`src/rtl/stat_pkg.sv`:
```
// Shared types and sizing for the statistics finisher.
package stat_pkg;

    localparam int W         = 64;
    localparam int CW        = 32;
    localparam int DIV_STEPS = 64;
    localparam int MUL_STEPS = 64;

    typedef enum logic [2:0] {
        IDLE,
        DIV_MEAN,
        DIV_SQ,
        SQUARE,
        FINAL
    } stat_state_t;

endpackage

```
`src/rtl/stat_finalize_seq_udiv.sv`:
```
// W-bit restoring divider, one quotient bit per step, MSB first.
module seq_udiv
    import stat_pkg::*;
(
    input  logic         clk,
    input  logic         nreset,
    input  logic         load,
    input  logic         step,
    input  logic [W-1:0] dividend,
    input  logic [W-1:0] divisor,
    output logic [W-1:0] quotient
);

    logic [W:0]   rem;
    logic [W:0]   rem_sh;
    logic [W:0]   rem_next;
    logic [W-1:0] quo;
    logic [W-1:0] dvsr;

    // quo starts as the dividend; its MSB is shifted into rem each step while
    // the new quotient bit enters at the LSB. quotient is the value quo takes
    // at the end of the current step, so the caller can capture the final
    // result on the same edge that performs the last iteration.
    always_comb begin
        rem_sh   = {rem[W-1:0], quo[W-1]};
        rem_next = rem_sh;
        quotient = {quo[W-2:0], 1'b0};
        if (rem_sh >= {1'b0, dvsr}) begin
            rem_next = rem_sh - {1'b0, dvsr};
            quotient = {quo[W-2:0], 1'b1};
        end
    end

    always_ff @(posedge clk or negedge nreset) begin
        if (!nreset) begin
            rem  <= '0;
            quo  <= '0;
            dvsr <= '0;
        end else if (load) begin
            rem  <= '0;
            quo  <= dividend;
            dvsr <= divisor;
        end else if (step) begin
            rem  <= rem_next;
            quo  <= quotient;
        end
    end

endmodule

```
`src/rtl/stat_finalize.sv`:
```
// Integer mean and population variance from merged sum / sum of squares / count.
//
// state    | meaning
// IDLE     | waiting for start
// DIV_MEAN | 64 divider steps of sum / N
// DIV_SQ   | 64 divider steps of sumsq / N
// SQUARE   | 64 shift-add steps of mean * mean
// FINAL    | publish results, pulse done
module stat_finalize
    import stat_pkg::*;
(
    input  logic          clk,
    input  logic          nreset,
    input  logic          start,
    input  logic [W-1:0]  sum_in,
    input  logic [W-1:0]  sum_square_in,
    input  logic [CW-1:0] count,
    output logic          busy,
    output logic          done,
    output logic [W-1:0]  mean,
    output logic [W-1:0]  variance,
    output logic          div_zero
);

    localparam logic [6:0] DIV_LAST = 7'(DIV_STEPS - 1);
    localparam logic [6:0] MUL_LAST = 7'(MUL_STEPS - 1);

    stat_state_t    state;
    logic [6:0]     cnt;
    logic [W-1:0]   sumsq_reg;
    logic [CW-1:0]  n_reg;
    logic [W-1:0]   mean_int;
    logic [W-1:0]   q2;
    logic [2*W-1:0] mcand;
    logic [W-1:0]   mplier;
    logic [2*W-1:0] prod;
    logic [2*W-1:0] prod_next;

    logic           div_load;
    logic           div_step;
    logic [W-1:0]   div_dividend;
    logic [W-1:0]   div_divisor;
    logic [W-1:0]   div_quotient;

    // The divider is loaded with sum/N on the accepting edge and reloaded with
    // sumsq/N on the edge that retires the last mean iteration.
    always_comb begin
        div_load     = 1'b0;
        div_step     = (state == DIV_MEAN) || (state == DIV_SQ);
        div_dividend = sumsq_reg;
        div_divisor  = {{(W-CW){1'b0}}, n_reg};
        if (state == IDLE) begin
            div_load     = start;
            div_dividend = sum_in;
            div_divisor  = {{(W-CW){1'b0}}, count};
        end else if (state == DIV_MEAN && cnt == 7'd0) begin
            div_load     = 1'b1;
        end
    end

    seq_udiv u_div (
        .clk      (clk),
        .nreset   (nreset),
        .load     (div_load),
        .step     (div_step),
        .dividend (div_dividend),
        .divisor  (div_divisor),
        .quotient (div_quotient)
    );

    assign prod_next = mplier[0] ? (prod + mcand) : prod;

    always_ff @(posedge clk or negedge nreset) begin
        if (!nreset) begin
            state     <= IDLE;
            cnt       <= '0;
            sumsq_reg <= '0;
            n_reg     <= '0;
            mean_int  <= '0;
            q2        <= '0;
            mcand     <= '0;
            mplier    <= '0;
            prod      <= '0;
            busy      <= 1'b0;
            done      <= 1'b0;
            mean      <= '0;
            variance  <= '0;
            div_zero  <= 1'b0;
        end else begin
            done <= 1'b0;
            case (state)
                IDLE: begin
                    if (start) begin
                        sumsq_reg <= sum_square_in;
                        n_reg     <= count;
                        busy      <= 1'b1;
                        div_zero  <= 1'b0;
                        cnt       <= DIV_LAST;
                        state     <= (count == '0) ? FINAL : DIV_MEAN;
                    end
                end
                DIV_MEAN: begin
                    if (cnt == 7'd0) begin
                        mean_int <= div_quotient;
                        cnt      <= DIV_LAST;
                        state    <= DIV_SQ;
                    end else begin
                        cnt <= cnt - 7'd1;
                    end
                end
                DIV_SQ: begin
                    if (cnt == 7'd0) begin
                        q2     <= div_quotient;
                        mcand  <= {{W{1'b0}}, mean_int};
                        mplier <= mean_int;
                        prod   <= '0;
                        cnt    <= MUL_LAST;
                        state  <= SQUARE;
                    end else begin
                        cnt <= cnt - 7'd1;
                    end
                end
                SQUARE: begin
                    prod   <= prod_next;
                    mcand  <= {mcand[2*W-2:0], 1'b0};
                    mplier <= {1'b0, mplier[W-1:1]};
                    if (cnt == 7'd0) begin
                        state <= FINAL;
                    end else begin
                        cnt <= cnt - 7'd1;
                    end
                end
                FINAL: begin
                    if (n_reg == '0) begin
                        mean     <= '1;
                        variance <= '0;
                        div_zero <= 1'b1;
                    end else begin
                        mean <= mean_int;
                        // sumsq/N below mean^2 only happens with inconsistent inputs
                        if (prod[2*W-1:W] != '0 || prod[W-1:0] > q2) begin
                            variance <= '0;
                        end else begin
                            variance <= q2 - prod[W-1:0];
                        end
                    end
                    done  <= 1'b1;
                    busy  <= 1'b0;
                    state <= IDLE;
                end
                default: state <= IDLE;
            endcase
        end
    end

endmodule
```
`config.mk`:
```
export PLATFORM = sky130hd
export DESIGN_NAME = stat_finalize
export DESIGN_NICKNAME = d
export VERILOG_FILES = /design/src/rtl/stat_pkg.sv /design/src/rtl/stat_finalize_seq_udiv.sv /design/src/rtl/stat_finalize.sv
export SDC_FILE = /design/constraint.sdc
export NUM_CORES = 2
export LEC_CHECK = 0
export CAP_MARGIN = 5
export CORE_MARGIN = 2
export CORE_UTILIZATION = 50
export DETAILED_ROUTE_END_ITERATION = 10
export DONT_BUFFER_PORTS = 1
export SLEW_MARGIN = 20
export SYNTH_ARGS = -nofsm -noshare
export SYNTH_HDL_FRONTEND = slang
export SYNTH_SLANG_ARGS = --single-unit
```
`constraint.sdc`:
```
create_clock -name clk -period 10.4 [get_ports clk]
set_input_delay 2.08 -clock clk [delete_from_list [all_inputs] [get_ports clk]]
set_output_delay 2.08 -clock clk [all_outputs]
set_load 0.05 [all_outputs]
```
==> results.py <==
metrics = {
    "status": {
        "status": "finished, final reports clean",
    },
    "grt": {
        "antenna_found_initial": 3,
        "grt_overflow": 0,
        "grt_usage": 0.2851,
        "grt_pass1_vias": 38460,
        "grt_pass1_wl_um": 226100,
        "grt_max_degree": 846,
    },
    "power_and_ir_drop": {
        "p_int_w": 0.007331,
        "peakVddDrop_mv": 0.1649,
        "combPwrFrac": 0.264,
        "netSwitchingFraction": 0.3337,
        "p_clk_frac": 0.327,
        "p_leak_nw": 23.34,
        "p_seq_frac": 0.410,
        "p_sw_w": 0.003671,
        "p_per_area_nw_per_um2": 208.0,
    },
    "routing": {
        "routedWlPerCell_um": 22.17,
        "drt_first_pass_iters": 5,
        "wirelength_um": 143800,
        "drcViolationCount": 0,
        "vias_per_cell": 6.105,
        "drt_iter0_drc": 3370,
        "vias": 39620,
        "ant_nets": 0,
    },
    "layout": {
        "stdcell_count": 6489,
        "multiInputGateArea_um2": 25810,
        "largestRegisters": "mcand: 128 flops, prod: 128 flops",
        "area_delta_synth_final_pct": 8.379,
        "fillers": 8879,
        "antenna_cells": 0,
        "register_area_um2": 21150,
        "drive_gt1_frac": 0.09035,
        "nets": 5529,
        "final_core_util": 0.5469,
    },
    "floorplan": {
        "std_cell_rows": 114,
        "start_util": 0.5046,
        "die_y_um": 316.4,
        "ioPinCount": 294,
        "core-area_um2": 96710,
        "die_w_um": 316.4,
        "fp.dieArea_um2": 100100,
    },
    "timing": {
        "fmax_mhz": 198.7,
        "hold_ws_ns": 0.4876,
        "slew_violations": 0,
        "fin_worst_skew_ns": 0.03487,
        "fin_crit_sh": 0.4838,
        "worstMarginPinSlew_ns": 1.333,
        "finalHoldViolCount": 0,
        "slew_headroom": 0.1115,
        "layout_min_cycle_time_ns": 5.032,
        "setup_tns_ns": 0,
        "setup_viol": 0,
        "grt_setup_unrepaired": "no",
    },
    "critical_path": {
        "worstPathMaxFanout": 40,
        "path_class": "reg2reg",
        "critical_path.startpoint_type": "flop",
        "end_kind": "flop",
        "cp.required_ns": 10.94,
        "worstPathArrival_ns": 5.57,
    },
    "logic_synthesis": {
        "synth_ff_type": "dfrtp_1",
        "avgSynthCellArea_um2": 9.135,
        "ys_ff_latch": 845,
        "syn-cell-area_um2": 48800,
        "ys_types": 85,
        "synth_edf_count": 0,
        "async_reset_ff_frac": 1.000,
        "synth_fp_nets": 5732,
        "synth_cells": 5342,
        "ys_warn_count": 0,
        "synth-seq-area-share": 0.4333,
    },
    "placed_design": {
        "place.gp.congestion": 0.9326,
        "dpl.cell_count": 6315,
        "hpwl_um": 101900,
        "io_buffer_count": 0,
    },
    "flow_run": {
        "drv_cap": 0,
    },
    "clock_network": {
        "cts-root-buf": "clkbuf_16",
        "cts_setup_buffers": 0,
        "cts_sinks": 845,
        "path_clk_slew_ns": 0.06,
        "cts_resized": 0,
        "clk_latency_ns": 0.70,
        "tritoncts": "yes",
        "cts_buffers": 94,
        "ctsHtreeMaxLevel": 3,
        "cts_hold_buf": 0,
        "clock_path_buffers": 3,
    },
    "worst_hold_path": {
        "hold_class": "reg2reg",
    },
}
metal layers:
layer  global-route usage  wire length [um]
met1               0.4146             67100
met2               0.4506             65410
met3              0.04133              8269
met4              0.06625              3050
met5                    0                13
placed cells by master (no fill, tap or decap), types with 20 or more instances in the layout:
cell / instances
xor2_1: 93
and3_1: 22
ha_1: 224
nand2_1: 859
mux2i_1: 103
nand4_1: 119
a221o_1: 130
a21oi_1: 344
a31oi_1: 24
mux2_2: 224
inv_1: 176
nor2_1: 203
a211oi_1: 22
a21o_1: 110
o21a_1: 54
nor4_1: 57
dfrtp_1: 845
o22ai_1: 20
buf_4: 24
nor3_1: 84
o31ai_1: 25
o21bai_1: 64
o21ai_0: 616
o211ai_1: 21
a22o_1: 23
nand3_1: 69
or3_1: 21
xnor2_1: 129
clkinv_2: 20
and2_1: 83
nand2b_1: 35
clkbuf_16: 95
cells in the mapped netlist, drive strengths merged, types with 7 or more instances:
library cell,instances,area share
mux2,224,0.052
a21oi,346,0.036
nor2,207,0.016
or2,18,0.0023
a221oi,10,0.0018
inv,177,0.014
xor2,93,0.017
o21bai,64,0.0098
nor3,90,0.0098
o21a,54,0.0083
o211ai,22,0.0035
buf,23,0.0023
a31oi,24,0.0031
o221ai,11,0.0020
ha,224,0.057
nor4,57,0.0073
and2,85,0.011
o41ai,7,0.0016
xnor2,129,0.023
dfrtp,845,0.43
a221o,130,0.027
clkbuf,307,0.024
nand4,119,0.015
a21boi,8,0.0012
or3,22,0.0029
nand2,863,0.066
a22o,23,0.0041
nand2b,35,0.0045
o31a,9,0.0016
nand3,70,0.0073
a21o,111,0.017
o21ai,628,0.064
or4,12,0.0019
o31ai,25,0.0038
a211o,10,0.0018
a211oi,22,0.0034
nor2b,17,0.0022
o22ai,20,0.0026
and3,22,0.0028
o2111ai,9,0.0016
mux2i,103,0.021
critical path: stages (launching register included):
cell,delay (ns)
dfrtp_1,0.37
inv_1,0.06
ha_1,0.16
inv_1,0.05
fa_1,0.44
a211o_1,0.32
nand2_1,0.15
a2111oi_2,0.13
a31oi_1,0.55
o211ai_2,0.36
a2111oi_1,0.60
nor2_1,0.16
a21oi_1,0.31
o31ai_1,0.13
nand3_2,0.39
buf_4,0.48
o21ai_0,0.18
kinds of logic (layout without fill, tap and decap cells):
logic type | after synthesis | after routing | share of synthesized area
fa+ha+maj | 227 | 227 | 0.05867
flops | 845 | 845 | 0.4333
xor+xnor | 222 | 222 | 0.03985
simple gates | 1630 | 1630 | 0.1517
compound gates | 1584 | 1584 | 0.2040
buf+inv | 507 | 378 | 0.03959
mux | 327 | 327 | 0.07282
worst paths after layout:
path / cells past startpoint / slack (ns) / to / startpoint
hold / removal: 2 / 0.49 / u_div.rem[63] / u_div.rem[63]
setup / recovery: 16 / 5.37 / variance[15] / q2[0]
hold reg to reg: 2 / 0.49 / u_div.rem[63] / u_div.rem[63]
min in group asynchronous: 0 / 1.10 / u_div.quo[28] / nreset
setup reg to reg: 16 / 5.37 / variance[15] / q2[0]
max in group asynchronous: 3 / 5.94 / prod[92] / nreset
cell type report:
type                       count  area share
multi-input combinational   3990      0.4881
sequential                   845      0.3998
clock buffer                 126     0.05056
tap                         1276     0.03019
inverter                     177     0.01256
clock inverter                44     0.01230
timing repair buffer          31    0.006459
power groups by stage:
stage	Clock (W)	Combinational, W	Sequential, W
global route	0.00379	0.00328	0.00460
floorplan	0	0.00228	0.00433
CTS	0.00366	0.00284	0.00450
finish	0.00359	0.00290	0.00451
global placement	0	0.00279	0.00454
detailed placement	0	0.00284	0.00456
stage by stage:
step	instance area [um^2]	setup WS, ns	total power (W)
final	52890	5.368	0.01100
after global routing	52890	4.996	0.01167
after CTS	52760	5.415	0.01101
after detailed placement	49440	5.430	0.007393
after global placement	49440	5.580	0.007330
after floorplan	48800	6.804	0.006610
No activity file was read; power rests on OpenSTA's default activity.
